**src/rtl/regfile_wb_sched_pkg.sv**
```systemverilog
// Shared typedefs for the register-file write-back scheduler and its extension unit.
package regfile_wb_sched_pkg;
   typedef enum logic [1:0] {SIZE_W = 2'd0, SIZE_H = 2'd1, SIZE_B = 2'd2, SIZE_BIT = 2'd3} cs_size;
   typedef enum logic {EXT_Z = 1'b0, EXT_S = 1'b1} cs_ext;
   typedef enum logic [1:0] {IDLE = 2'd0, LO = 2'd1, HI = 2'd2} wb_state_e;
endpackage

```
**src/rtl/regfile_wb_sched_ext_unit.sv**
```systemverilog
// wb_ext_unit: splits a 32-bit value into extended low/high half-words by size and signedness.
module wb_ext_unit
   import regfile_wb_sched_pkg::*;
(
   input  logic [31:0] data,
   input  cs_size      size,
   input  cs_ext       ext,
   output logic [15:0] lo,
   output logic [15:0] hi
);
   logic sx;

   always_comb begin
      lo = '0;
      hi = '0;
      sx = (ext == EXT_S);
      case (size)
         SIZE_W: begin
            lo = data[15:0];
            hi = data[31:16];
         end
         SIZE_H: begin
            lo = data[15:0];
            hi = {16{sx & data[15]}};
         end
         SIZE_B: begin
            lo = {{8{sx & data[7]}}, data[7:0]};
            hi = {16{sx & data[7]}};
         end
         default: begin
            lo = {15'b0, data[0]};
            hi = '0;
         end
      endcase
   end
endmodule

```
**src/rtl/regfile_wb_sched.sv**
```systemverilog
// Two-requester write-back scheduler: each 32-bit result is written as low then high half.
// Round-robin arbitration is enabled with macro REGFILE_WB_RR_ARB_EN; fixed LSU priority otherwise.
module regfile_wb_sched
   import regfile_wb_sched_pkg::*;
(
   input  logic        clk,
   input  logic        rst,
   input  logic        lsu_valid_i,
   output logic        lsu_ready_o,
   input  logic [4:0]  lsu_rd_i,
   input  logic [31:0] lsu_data_i,
   input  cs_size      lsu_size_i,
   input  cs_ext       lsu_ext_i,
   input  logic        exe_valid_i,
   output logic        exe_ready_o,
   input  logic [4:0]  exe_rd_i,
   input  logic [31:0] exe_data_i,
   input  cs_size      exe_size_i,
   input  cs_ext       exe_ext_i,
   output logic        rf_write_o,
   output logic [4:0]  rf_rd_o,
   output logic        rf_h_sel_o,
   output logic [15:0] rf_data_o,
   output logic        pend_valid_o,
   output logic [4:0]  pend_rd_o
);
   wb_state_e   state, state_nxt;
   logic [4:0]  rd_q;
   logic [15:0] lo_q, hi_q, lo_ext, hi_ext;
   logic        acc_ok, lsu_win, exe_win, xfer;
   logic [31:0] sel_data;
   cs_size      sel_size;
   cs_ext       sel_ext;

   // New requests fit in IDLE and in HI, keeping one write per two cycles.
   assign acc_ok = (state == IDLE) || (state == HI);

`ifdef REGFILE_WB_RR_ARB_EN
   logic last_exe;

   always_comb begin
      lsu_win = lsu_valid_i;
      exe_win = exe_valid_i & ~lsu_valid_i;
      if (lsu_valid_i && exe_valid_i) begin
         lsu_win = last_exe;
         exe_win = ~last_exe;
      end
   end

   // Registered winner doubles as the last-grant flag; reset value means EXE, so LSU goes first.
   always_ff @(posedge clk or posedge rst) begin
      if (rst)       last_exe <= 1'b1;
      else if (xfer) last_exe <= exe_win;
   end
`else
   assign lsu_win = lsu_valid_i;
   assign exe_win = exe_valid_i & ~lsu_valid_i;
`endif

   assign lsu_ready_o = acc_ok & lsu_win;
   assign exe_ready_o = acc_ok & exe_win;
   assign xfer        = lsu_ready_o | exe_ready_o;

   assign sel_data = lsu_win ? lsu_data_i : exe_data_i;
   assign sel_size = lsu_win ? lsu_size_i : exe_size_i;
   assign sel_ext  = lsu_win ? lsu_ext_i  : exe_ext_i;

   wb_ext_unit u_ext (
      .data (sel_data),
      .size (sel_size),
      .ext  (sel_ext),
      .lo   (lo_ext),
      .hi   (hi_ext)
   );

   always_ff @(posedge clk or posedge rst) begin
      if (rst) begin
         state <= IDLE;
         rd_q  <= '0;
         lo_q  <= '0;
         hi_q  <= '0;
      end else begin
         state <= state_nxt;
         if (xfer) begin
            rd_q <= lsu_win ? lsu_rd_i : exe_rd_i;
            lo_q <= lo_ext;
            hi_q <= hi_ext;
         end
      end
   end

   always_comb begin
      state_nxt    = state;
      rf_write_o   = 1'b0;
      rf_rd_o      = '0;
      rf_h_sel_o   = 1'b0;
      rf_data_o    = '0;
      pend_valid_o = 1'b0;
      pend_rd_o    = '0;
      case (state)
         IDLE: if (xfer) state_nxt = LO;
         LO: begin
            state_nxt    = HI;
            rf_write_o   = (rd_q != 5'd0);
            rf_rd_o      = rd_q;
            rf_data_o    = lo_q;
            pend_valid_o = 1'b1;
            pend_rd_o    = rd_q;
         end
         HI: begin
            state_nxt    = xfer ? LO : IDLE;
            rf_write_o   = (rd_q != 5'd0);
            rf_rd_o      = rd_q;
            rf_h_sel_o   = 1'b1;
            rf_data_o    = hi_q;
            pend_valid_o = 1'b1;
            pend_rd_o    = rd_q;
         end
         default: state_nxt = IDLE;
      endcase
   end
endmodule

```
**config.mk**
```make
export PLATFORM = sky130hd
export DESIGN_NAME = regfile_wb_sched
export DESIGN_NICKNAME = d
export VERILOG_FILES = /design/src/rtl/regfile_wb_sched_pkg.sv /design/src/rtl/regfile_wb_sched_ext_unit.sv /design/src/rtl/regfile_wb_sched.sv
export SDC_FILE = /design/constraint.sdc
export NUM_CORES = 1
export LEC_CHECK = 0
export BUFFER_PORTS_ARGS = -buffer_cell sky130_fd_sc_hd__buf_2
export CORE_MARGIN = 10
export CORE_UTILIZATION = 45
export CTS_BUF_LIST = sky130_fd_sc_hd__clkbuf_4
export DETAILED_ROUTE_END_ITERATION = 7
export PLACE_DENSITY_LB_ADDON = 0.2
export SLEW_MARGIN = 30
export SYNTH_ARGS = -nofsm -noshare
export SYNTH_HDL_FRONTEND = slang
export SYNTH_SLANG_ARGS = --single-unit
```
**constraint.sdc**
```tcl
create_clock -name clk -period 3.2 [get_ports clk]
set_input_delay 0.32 -clock clk [delete_from_list [all_inputs] [get_ports clk]]
set_output_delay 0.32 -clock clk [all_outputs]
set_load 0.01 [all_outputs]
```
Word-level counts from Yosys, hierarchy flattened:

Cells that the tools add are included.

* register bits after elaboration: 39

* eq/ne operators: 5
* muxes and demuxes: 14
* bitwise operators: 7
* reductions and logical operators: 6

Operators by type and width (number)
* 16-bit case mux with 2 select lines: 2
* 16-bit case mux with 3 select lines: 1
* 32-bit 2-to-1 mux: 1
* 5-bit 2-to-1 mux: 2
* 2-bit case mux with 3 select lines: 1
* 1-bit AND: 5
* 1-bit 2-to-1 mux: 5
* 5-bit nonzero test: 1
* 2-bit by 1-bit equality test with 1-bit output (second input constant): 2
* 2-bit equality test (second input constant): 2
* 2-bit zero test: 2
* 2-bit 2-to-1 mux: 2
* 2-bit OR reduction: 2
* 2-bit != test (second input constant): 1
* 1-bit logical OR: 1
* 1-bit inverter: 1
* 1-bit bitwise OR: 1

Depth between registers and ports, before layout:

Gate-level depths: netlist of run 1.

* word-level depth: 6
* mapped depth: 8
* mapped depth without buffers: 6

Cells and area by module:

Synthesis of run 1 repeated with hierarchy kept, for this count alone.

* cell total of the unflattened synthesis: 242
* area, all modules: 2851.5 sq um

By module, submodules not included
* regfile_wb_sched: instances 1, cells each 191, area an instance 2491.1 sq um, sequential area each 975.9 sq um
* wb_ext_unit: instances 1, cells each 51, area an instance 360.3 sq um, sequential area each 0.0 sq um

Worst setup path after synthesis of run 1:

OpenSTA, ideal clock, no wires.

* path kind: register -> register
* start point: register state[0]
* end point: register hi_q[15]
* library setup time: 139 ps
* arrival: 1667 ps
* required time: 3061 ps
* path slack: 1394 ps
* stages on the path, launching flop included: 9
* path buffers: 2
* clock period less this slack: 1806 ps
* cell sequence: dfrtp_1 > inv_1 > ha_1 > buf_4 > nor2_1 > nor2_1 > o21ai_2 > buf_2 > o211ai_1

* word-level cells in the longest chain between the ends: 4

RTL lines
* start: declaration: line regfile_wb_sched.sv:27 `wb_state_e state, state_nxt;`
* start signal: assignment: line regfile_wb_sched.sv:83 `state <= state_nxt;`
* 2-bit equality test or 2-bit zero test (tied branches): line regfile_wb_sched.sv:36 `assign acc_ok = (state == IDLE) || (state == HI);`
* 1-bit logical OR *: line regfile_wb_sched.sv:36
* 1-bit AND, on equally long branches: line regfile_wb_sched.sv:60, regfile_wb_sched.sv:61
* 1-bit bitwise OR *: line regfile_wb_sched.sv:62 `assign xfer = lsu_ready_o | exe_ready_o;`
* end signal: assignment: line regfile_wb_sched.sv:87 `hi_q <= hi_ext;`
* end: declaration: line regfile_wb_sched.sv:29 `logic [15:0] lo_q, hi_q, lo_ext, hi_ext;`

Every way passes the cells marked *; elsewhere a longest branch is shown, timed or not.
A chain may end at the register's enable or synchronous reset.

Final worst setup path of run 1:

* start point: register state[0]
* end point: register hi_q[10]

Same word-level chain as after synthesis.

==> results.sh, run 1 <==
export IMPL_status="completed"
export IMPL_fp_coreArea_um2=5205
export IMPL_yosys_top_cells_area="dfrtp_1 (40%), mux2i_1 (12%), nand2_1 (6.2%), o211ai_2 (5.1%), a22oi_1 (4.9%)"
export IMPL_ios=115
export IMPL_report_final_slew_viol_count=0
export IMPL_path_cells="inv_1 -> ha_1 -> o22ai_4 -> buf_4 -> nand2_1 -> o211ai_1"
export IMPL_syn_nets=339
export IMPL_clkSinkCount=39
export IMPL_cts_setup_buffers=0
export IMPL_rsz0062_at_grt="false"
export IMPL_finalNetCount=439
export IMPL_required_ns=3.46
export IMPL_timing_hold_ws_ns=0.07026
export IMPL_placed_area_um2=3015
export IMPL_dpl_hpwl_um=5508
export IMPL_fin_area_um2=3062
export IMPL_die_h_um=94.01
export IMPL_startpoint_type="register"
export IMPL_cts_hold_buf=0
export IMPL_clkLatencyLatePin_ns=0.34
export IMPL_grt_pass1_wl_um=11470
export IMPL_synth_edff_count=0
export IMPL_synthDistinctLibCells=34
export IMPL_syn_area_per_cell_um2=9.859
export IMPL_synth_seq_area_share_pct=39.59
export IMPL_p_per_area_nw_per_um2=752.4
export IMPL_met1_usage_pct=18.90
export IMPL_yosys_area_top_type="dfrtp_1"
export IMPL_synthArstFlopShare_pct=100.0
export IMPL_critPathCaptureType="register"
export IMPL_wl_um=6973
export IMPL_cp_slowest_cell="o22ai_4"
export IMPL_cts_resized=0
export IMPL_cts_made_buffers=5
export IMPL_power_frac_seq_pct=37.8
export IMPL_final_cell_count_no_fill=420
export IMPL_grt_pass1_vias=2424
export IMPL_gp_congestion=0.7402
export IMPL_grt_usage_pct=15.93
export IMPL_final_min_clock_period_ns=2.423
export IMPL_clk_pin_slew_ns=0.11
export IMPL_synthesis_area_um2=2465
export IMPL_drv_cap=0
export IMPL_slew_headroom_pct=40.25
export IMPL_cp_slowest_stage_delay_ns=0.78
export IMPL_netlist_top_cells_count="nand2_1 (41), dfrtp_1 (39), mux2i_1 (29)"
export IMPL_dp_cells=413
export IMPL_synth_most_common_cell="nand2_1"
export IMPL_die_area_um2=8838
export IMPL_hold_class="in2async"
export IMPL_portBuffers=114
export IMPL_critPathMaxFanout=38
export IMPL_met3_usage_pct=4.396
export IMPL_die_w_um=94.01
export IMPL_synthFlopType="dfrtp_1"
export IMPL_antenna_found_initial=0
export IMPL_intPower_w=0.001313
export IMPL_ys_ff_latch=39
export IMPL_yosys_warnings=0
export IMPL_finalSetupViolCount=0
export IMPL_clock_skew_ns=0.007064
export IMPL_grt_busiest_layer="met2"
export IMPL_vias_per_cell=5.376
export IMPL_ctsHtreeMaxLevel=2
export IMPL_cts_tree="yes"
export IMPL_gr_usage_met2_pct=27.19
export IMPL_post_route_period_util_pct=75.73
export IMPL_ir_worst_vdd_v=0.0004370
export IMPL_area_growth_pct=24.21
export IMPL_dr_total_vias=2258
export IMPL_ant_nets=0
export IMPL_p_sw_share_pct=42.99
export IMPL_gr_total_overflow=0
export IMPL_p_leak_nw=1.557
export IMPL_initial_utilization_pct=47.36
export IMPL_clk_path_buf_depth=2
export IMPL_first_pass_iters=4
export IMPL_drive_gt1_share_pct=40.00
export IMPL_max_freq_mhz=412.7
export IMPL_hold_violations=0
export IMPL_clkPwrFrac_pct=10.1
export IMPL_wl_per_cell_um=16.60
export IMPL_cts_root_buf="clkbuf_4"
export IMPL_tightest_slew_ns=0.8961
export IMPL_cp_arrival_ns=2.68
export IMPL_synth_top_area_share_pct=39.59
export IMPL_tns_ns=0
export IMPL_combPwrFrac_pct=52.2
export IMPL_antenna_cells=0
export IMPL_rows=26
export IMPL_path_class="reg2reg"
export IMPL_route_detailed_drc=0
export IMPL_grt_max_degree=40
export IMPL_drt_initial_drc_count=119
export IMPL_p_sw_w=0.0009905
export IMPL_syn_inst=250
-- path summary, 6_finish.rpt --
check	start	slack [ns]	depth (start not counted)	endpoint
min in group clk	exe_rd_i[3]	0.26	3	rd_q[3]
worst max-delay path	state[0]	0.78	6	hi_q[10]
worst min-delay path	rst	0.07	3	hi_q[3]
worst min register to register	lo_q[10]	0.50	2	lo_q[10]
worst max register to register	state[0]	0.78	6	hi_q[10]
max in group asynchronous	rst	2.79	3	lo_q[10]
-- critical path: cells and delay by family, from the launching register on --
family	cells	cell delay, ns
adder cells (fa/ha/maj)	1	0.46
buffers and inverters	2	0.46
AO/OA/AOI/OAI	2	0.88
flip-flops	1	0.44
AND/OR/NAND/NOR	1	0.09
-- layout make-up --
type,instances,area [um2]
Clock buffer,5,37.54
Clock inverter,2,8.758
Fill cell,486,2143
Inverter,3,11.26
Multi-Input combinational cell,184,1348
Sequential cell,39,975.9
Tap cell,70,87.58
Timing Repair Buffer,117,593.1
-- flip-flops by register name, indices dropped and copies added (netlist names) --
name	cells
state	2
hi_q	16
lo_q	16
rd_q	5
-- layout by cell type, fill, tap and decap left out, drive strengths merged, types with 3 or more instances in the layout --
| master | instances |
|---|---|
| buf | 117 |
| nand2 | 41 |
| dfrtp | 39 |
| mux2i | 29 |
| nor2b | 19 |
| a22oi | 17 |
| o211ai | 17 |
| o21ai | 16 |
| a221oi | 7 |
| o31ai | 7 |
| nor2 | 5 |
| and2 | 5 |
| ha | 5 |
| clkbuf | 5 |
| clkinv | 3 |
-- per-stage QoR --
| stage | setup WS [ns] | util [%] | power [W] |
|---|---|---|---|
| CTS | 0.7464 | 58.82 | 0.002335 |
| detailed placement | 0.7866 | 57.93 | 0.002106 |
| global placement | 0.8840 | 57.93 | 0.002068 |
| floorplan | 1.394 | - | 0.001737 |
| finish | 0.7767 | 58.82 | 0.002304 |
| global route | 0.5118 | 58.82 | 0.002520 |
-- power groups by stage --
stage	Combinational, W	Clock [W]	Sequential, W
after CTS	0.00123	0.000239	0.000870
after floorplan	0.000909	0	0.000828
after global placement	0.00119	0	0.000878
after detailed placement	0.00123	0	0.000880
after global routing	0.00135	0.000261	0.000904
final	0.00120	0.000232	0.000871
-- routing by layer --
metal | share of wire (%) | wire length (um) | vias up
li1 | - | - | 1109
met1 | 41 | 2867 | 1071
met2 | 51 | 3563 | 69
met3 | 6.2 | 431 | 9
met4 | 1.6 | 111 | 0
met5 | 0 | 0 | -
-- kinds of logic after synthesis --
logic type | Yosys count | share of synthesized area, %
simple gates | 80 | 16.09
flops | 39 | 39.59
mux | 29 | 11.78
fa+ha+maj | 5 | 2.538
buf+inv | 27 | 6.040
compound gates | 70 | 23.96
Power figures use the tool's default switching activity.
==> inputs of run 2 (changes only) <==
- ABC_AREA: default -> 1
- clock period: 3.2 -> 2.5 ns (I/O delays scaled with it)
==> results.sh, run 2 <==
export IMPL_drive_gt1_share_pct=32.00
export IMPL_status="completed"
export IMPL_path_cells="inv_1 -> ha_1 -> inv_1 -> a21oi_1 -> buf_2"
export IMPL_syn_area_per_cell_um2=6.891
export IMPL_synth_top_area_share_pct=35.23
export IMPL_rows=28
export IMPL_gp_congestion=0.7630
export IMPL_antenna_cells=0
export IMPL_grt_max_degree=38
export IMPL_dp_cells=566
export IMPL_startpoint_type="register"
export IMPL_timing_hold_ws_ns=0.1525
export IMPL_dr_total_vias=2757
export IMPL_cp_slowest_cell="ha_1"
export IMPL_synthDistinctLibCells=27
export IMPL_syn_inst=402
export IMPL_yosys_top_cells_area="dfrtp_1 (35%), nand2_1 (26%), nand3_1 (4.0%), nand3_2 (3.6%), a21oi_1 (2.9%)"
export IMPL_utilization_pct=56.32
export IMPL_first_pass_iters=4
export IMPL_cts_made_buffers=5
export IMPL_final_cell_mix="nand2_1 (193), buf_2 (114), dfrtp_1 (39)"
export IMPL_finalNetCount=588
export IMPL_report_final_slew_viol_count=0
export IMPL_wl_um=7709
export IMPL_slew_headroom_pct=61.93
export IMPL_clk_path_buf_depth=2
export IMPL_grt_usage_pct=15.71
export IMPL_synthArstFlopShare_pct=100.0
export IMPL_crit_buf_inv=3
export IMPL_required_ns=2.25
export IMPL_ctsHtreeMaxLevel=2
export IMPL_die_area_um2=9694
export IMPL_ant_nets=0
export IMPL_synth_most_common_cell="nand2_1"
export IMPL_final_common_cell="nand2_1"
export IMPL_tns_ns=0
export IMPL_drv_cap=0
export IMPL_finalSetupViolCount=0
export IMPL_fp_coreArea_um2=5956
export IMPL_area_growth_pct=21.09
export IMPL_tightest_slew_ns=0.5710
export IMPL_post_route_period_util_pct=91.19
export IMPL_final_cell_count_no_fill=575
export IMPL_critPathCaptureType="output pin"
export IMPL_drt_initial_drc_count=121
export IMPL_cp_arrival_ns=2.03
export IMPL_max_freq_mhz=438.7
export IMPL_syn_nets=491
export IMPL_rsz0062_at_grt="false"
export IMPL_crit_family="buffers and inverters"
export IMPL_portBuffers=114
export IMPL_synthFlopType="dfrtp_1"
export IMPL_gr_total_overflow=0
export IMPL_ios=115
export IMPL_netlist_top_cells_count="nand2_1 (193), dfrtp_1 (39), nand3_1 (22)"
export IMPL_cp_slowest_stage_delay_ns=0.44
export IMPL_critical_path_top_cell_by_count="inv_1"
export IMPL_clkLatencyLatePin_ns=0.34
export IMPL_p_per_area_nw_per_um2=906.2
export IMPL_clk_pin_slew_ns=0.11
export IMPL_p_leak_nw=2.017
export IMPL_antenna_found_initial=0
export IMPL_synthesis_area_um2=2770
export IMPL_yosys_area_top_type="dfrtp_1"
export IMPL_route_detailed_drc=0
export IMPL_synth_seq_area_share_pct=35.23
export IMPL_grt_pass1_vias=2801
export IMPL_clock_skew_ns=0.009029
export IMPL_cts_root_buf="clkbuf_4"
export IMPL_vias_per_cell=4.795
export IMPL_biggestRegsByFlops="hi_q: 16 flops, lo_q: 16 flops, rd_q: 5 flops"
export IMPL_initial_utilization_pct=46.51
export IMPL_fillers=612
export IMPL_die_w_um=98.46
export IMPL_hold_violations=0
export IMPL_yosys_warnings=0
export IMPL_die_h_um=98.46
export IMPL_dpl_hpwl_um=5951
export IMPL_cts_resized=0
export IMPL_grt_pass1_wl_um=13170
export IMPL_final_min_clock_period_ns=2.280
export IMPL_path_class="reg2out"
export IMPL_critPathMaxFanout=16
export IMPL_ys_ff_latch=39
export IMPL_clkSinkCount=39
export IMPL_wl_per_cell_um=13.41
export IMPL_synth_edff_count=0
export IMPL_cts_tree="yes"
export IMPL_hold_class="in2reg"
export IMPL_ir_worst_vdd_v=0.0007121
run 2: cell types whose count changed in the layout (fill, tap and decap cells not counted), moves of 9 or more:
cell,delta
a22oi_1,-16
a31oi_1,+11
nor2b_1,-19
a21oi_1,+16
nand2_1,+152
nand3_2,+10
nand3_1,+21
inv_1,+16
nor2_1,+9
o211ai_2,-10
mux2i_1,-23
run 2: power by group:
| group | switching, W | internal (W) | leakage, nW | total [W] |
|---|---|---|---|---|
| logic | 0.00106 | 0.000600 | 1.49 | 0.00166 |
| clock network | 0.000198 | 0.000131 | 0.0361 | 0.000330 |
| registers | 0.000159 | 0.000896 | 0.488 | 0.00105 |
| total | 0.00141 | 0.00163 | 2.02 | 0.00304 |
run 2: per-stage QoR:
step	setup WS (ns)	area (um2)	total power, W
2_1_floorplan	0.8018	2770	0.002244
3_3_place_gp	0.6398	3287	0.002693
3_5_place_dp	0.5760	3287	0.002730
4_1_cts	0.2174	3344	0.003065
5_1_grt	0.04712	3354	0.003355
6_report	0.2203	3354	0.003040
run 2: final timing paths:
kind	from	to	slack (ns)	depth (start not counted)
max	state[0]	rf_data_o[8]	0.22	5
min	exe_rd_i[1]	rd_q[1]	0.15	3
max reg2reg	state[0]	state[1]	0.60	8
min reg2reg	hi_q[15]	hi_q[15]	0.49	2
max in group asynchronous	rst	hi_q[1]	1.47	4
min in group asynchronous	rst	hi_q[10]	0.49	3
run 2: what timing repair did:
action	4_1_cts	5_1_grt
buffers inserted	0	0
hold buffers	0	1
hold endpoints to repair	0	22
run 2: routing by layer:
layer	share of wire, %	vias up	track usage [%]
met1	47	1193	20.45
met2	43	101	24.21
met5	0	-	0
met3	8.6	9	5.028
met4	1.3	0	4.741
li1	-	1454	-
run 2: layout make-up:
class | instances | area [um2] | share of cell area [%]
Tap cell | 75 | 93.84 | 2.797
Inverter | 22 | 90.09 | 2.686
Timing Repair Buffer | 120 | 630.6 | 18.80
Sequential cell | 39 | 975.9 | 29.09
Clock inverter | 1 | 5.005 | 0.1492
Clock buffer | 7 | 52.55 | 1.567
Multi-Input combinational cell | 311 | 1506 | 44.91
run 2: kinds of logic after synthesis:
kind of cell / share of synthesized area, %
and+or+nand+nor: 41.15
buffers and inverters: 10.39
AOI/OAI and AO/OA: 8.808
DFF: 35.23
muxes: 2.168
adders and majority gates: 2.258
run 2: tightest hold or removal path: stages:
cell	delay, ns
buf_2	0.09
nand2_1	0.05
a31oi_1	0.07
==> inputs of run 3 (changes only) <==
- REMOVE_ABC_BUFFERS: default -> 1
==> results.sh, run 3 (synthesis gave the netlist of run 2 again) <==
export IMPL_status="completed"
export IMPL_fp_coreArea_um2=5956
export IMPL_cp_arrival_ns=1.99
export IMPL_final_cell_mix="nand2_1 (193), buf_2 (114), dfrtp_1 (39)"
export IMPL_drt_initial_drc_count=116
export IMPL_initial_utilization_pct=46.51
export IMPL_cp_depth=5
export IMPL_critPathMaxFanout=16
export IMPL_wl_um=7848
export IMPL_cts_made_buffers=5
export IMPL_cp_slowest_stage_delay_ns=0.45
export IMPL_ios=115
export IMPL_required_ns=2.25
export IMPL_ant_nets=0
export IMPL_fillers=611
export IMPL_register_area_um2=975.9
export IMPL_ff2ff_path_depth=8
export IMPL_clock_skew_ns=0.009063
export IMPL_die_w_um=98.46
export IMPL_grt_max_degree=40
export IMPL_fin_area_um2=3327
export IMPL_max_freq_mhz=446.8
export IMPL_clkLatencyLatePin_ns=0.33
export IMPL_rows=28
export IMPL_rsz0062_at_grt="false"
export IMPL_dpl_hpwl_um=5761
export IMPL_p_per_area_nw_per_um2=908.7
export IMPL_path_cells="inv_1 -> ha_1 -> inv_1 -> a21oi_1 -> buf_2"
export IMPL_cts_root_buf="clkbuf_4"
export IMPL_path_class="reg2out"
export IMPL_wl_met1_um=3483
export IMPL_gr_total_overflow=0
export IMPL_clk_path_buf_depth=2
export IMPL_final_common_cell="nand2_1"
export IMPL_final_min_clock_period_ns=2.238
export IMPL_drv_cap=0
export IMPL_ir_worst_vdd_v=0.0005168
export IMPL_placed_area_um2=3267
export IMPL_tns_ns=0
export IMPL_gp_congestion=0.7597
export IMPL_portBuffers=114
export IMPL_finalNetCount=586
export IMPL_critPathCaptureType="output pin"
export IMPL_p_leak_nw=2.004
export IMPL_crit_buf_inv=3
export IMPL_dr_total_vias=2823
export IMPL_hold_violations=0
export IMPL_clk_pin_slew_ns=0.12
export IMPL_worst_slack_ns=0.2620
export IMPL_crit_family="buffers and inverters"
export IMPL_cp_slowest_cell="inv_1"
export IMPL_finalSetupViolCount=0
export IMPL_drive_gt1_share_pct=31.93
export IMPL_vias_per_cell=4.918
export IMPL_clkSinkCount=39
export IMPL_report_final_slew_viol_count=0
export IMPL_post_route_period_util_pct=89.52
export IMPL_cts_resized=0
export IMPL_biggestRegsByFlops="hi_q: 16 flops, lo_q: 16 flops, rd_q: 5 flops"
export IMPL_startpoint_type="register"
export IMPL_multi_input_area_um2=1506
export IMPL_grt_pass1_vias=2926
export IMPL_cts_setup_buffers=0
export IMPL_routed_top_layer="met4"
export IMPL_die_h_um=98.46
export IMPL_area_growth_pct=20.10
export IMPL_hold_class="in2async"
export IMPL_tightest_slew_ns=0.8292
export IMPL_route_detailed_drc=0
export IMPL_cts_hold_buf=0
export IMPL_die_area_um2=9694
export IMPL_grt_pass1_wl_um=13460
export IMPL_place_ws_ns=0.6011
export IMPL_ctsHtreeMaxLevel=2
export IMPL_timing_hold_ws_ns=0.06533
export IMPL_wl_per_cell_um=13.67
export IMPL_routed_wl_met3_um=413
export IMPL_antenna_found_initial=1
export IMPL_cts_tree="yes"
export IMPL_grt_usage_pct=16.11
export IMPL_slew_headroom_pct=44.64
export IMPL_wl_met2_um=3855
export IMPL_critical_path_top_cell_by_count="inv_1"
export IMPL_first_pass_iters=4
==> run 3: cell count changes in the layout (fill, tap and decap cells not counted) <==
cell / change
diode_2: +1
buf_12: -1
dlygate4sd3_1: -1
==> run 3: final cells by class <==
cell class	count	share of cell area (%)
repair buffers	118	18.05
diodes	1	0.07522
flip-flops and latches	39	29.33
multi-input cells	311	45.28
inverters	22	2.708
clock buffers	7	1.580
clock inverters	1	0.1504
well taps	75	2.821
==> run 3: worst paths after layout <==
check | startpoint | slack (ns) | end
min in group clk | exe_rd_i[1] | 0.16 | rd_q[1]
min | rst | 0.07 | state[1]
max | state[0] | 0.26 | rf_data_o[14]
max in group asynchronous | rst | 1.92 | hi_q[4]
min reg2reg | hi_q[6] | 0.49 | hi_q[6]
max reg2reg | state[0] | 0.60 | state[1]
==> run 3: layer usage <==
metal  GRT usage [%]  vias to the layer above
li1                -                     1447
met1           18.43                     1296
met2           29.30                       73
met3           3.422                        7
met4           4.631                        0
met5               0                        -
==> run 3: power breakdown <==
group	total [W]	leakage [nW]	switching (W)	internal [W]
registers	0.00105	0.488	0.000154	0.000895
logic	0.00164	1.48	0.00107	0.000574
clock network	0.000332	0.0361	0.000200	0.000132
total	0.00302	2.00	0.00142	0.00160
==> run 3: worst reg2reg max path: cells and delay by family (launching register included) <==
family          cells  cell delay (ns)
fa+ha+maj           1             0.22
compound gates      2             0.18
simple gates        3             0.49
flops               1             0.42
buf+inv             2             0.49
==> run 3: through the flow <==
stage / std cells / util [%] / total power, W
after floorplan: 372 / - / 0.002066
after global placement: 565 / 54.85 / 0.002681
after detailed placement: 565 / 54.85 / 0.002727
after CTS: 573 / 55.82 / 0.003056
after global routing: 574 / 55.86 / 0.003323
final: 574 / 55.86 / 0.003023
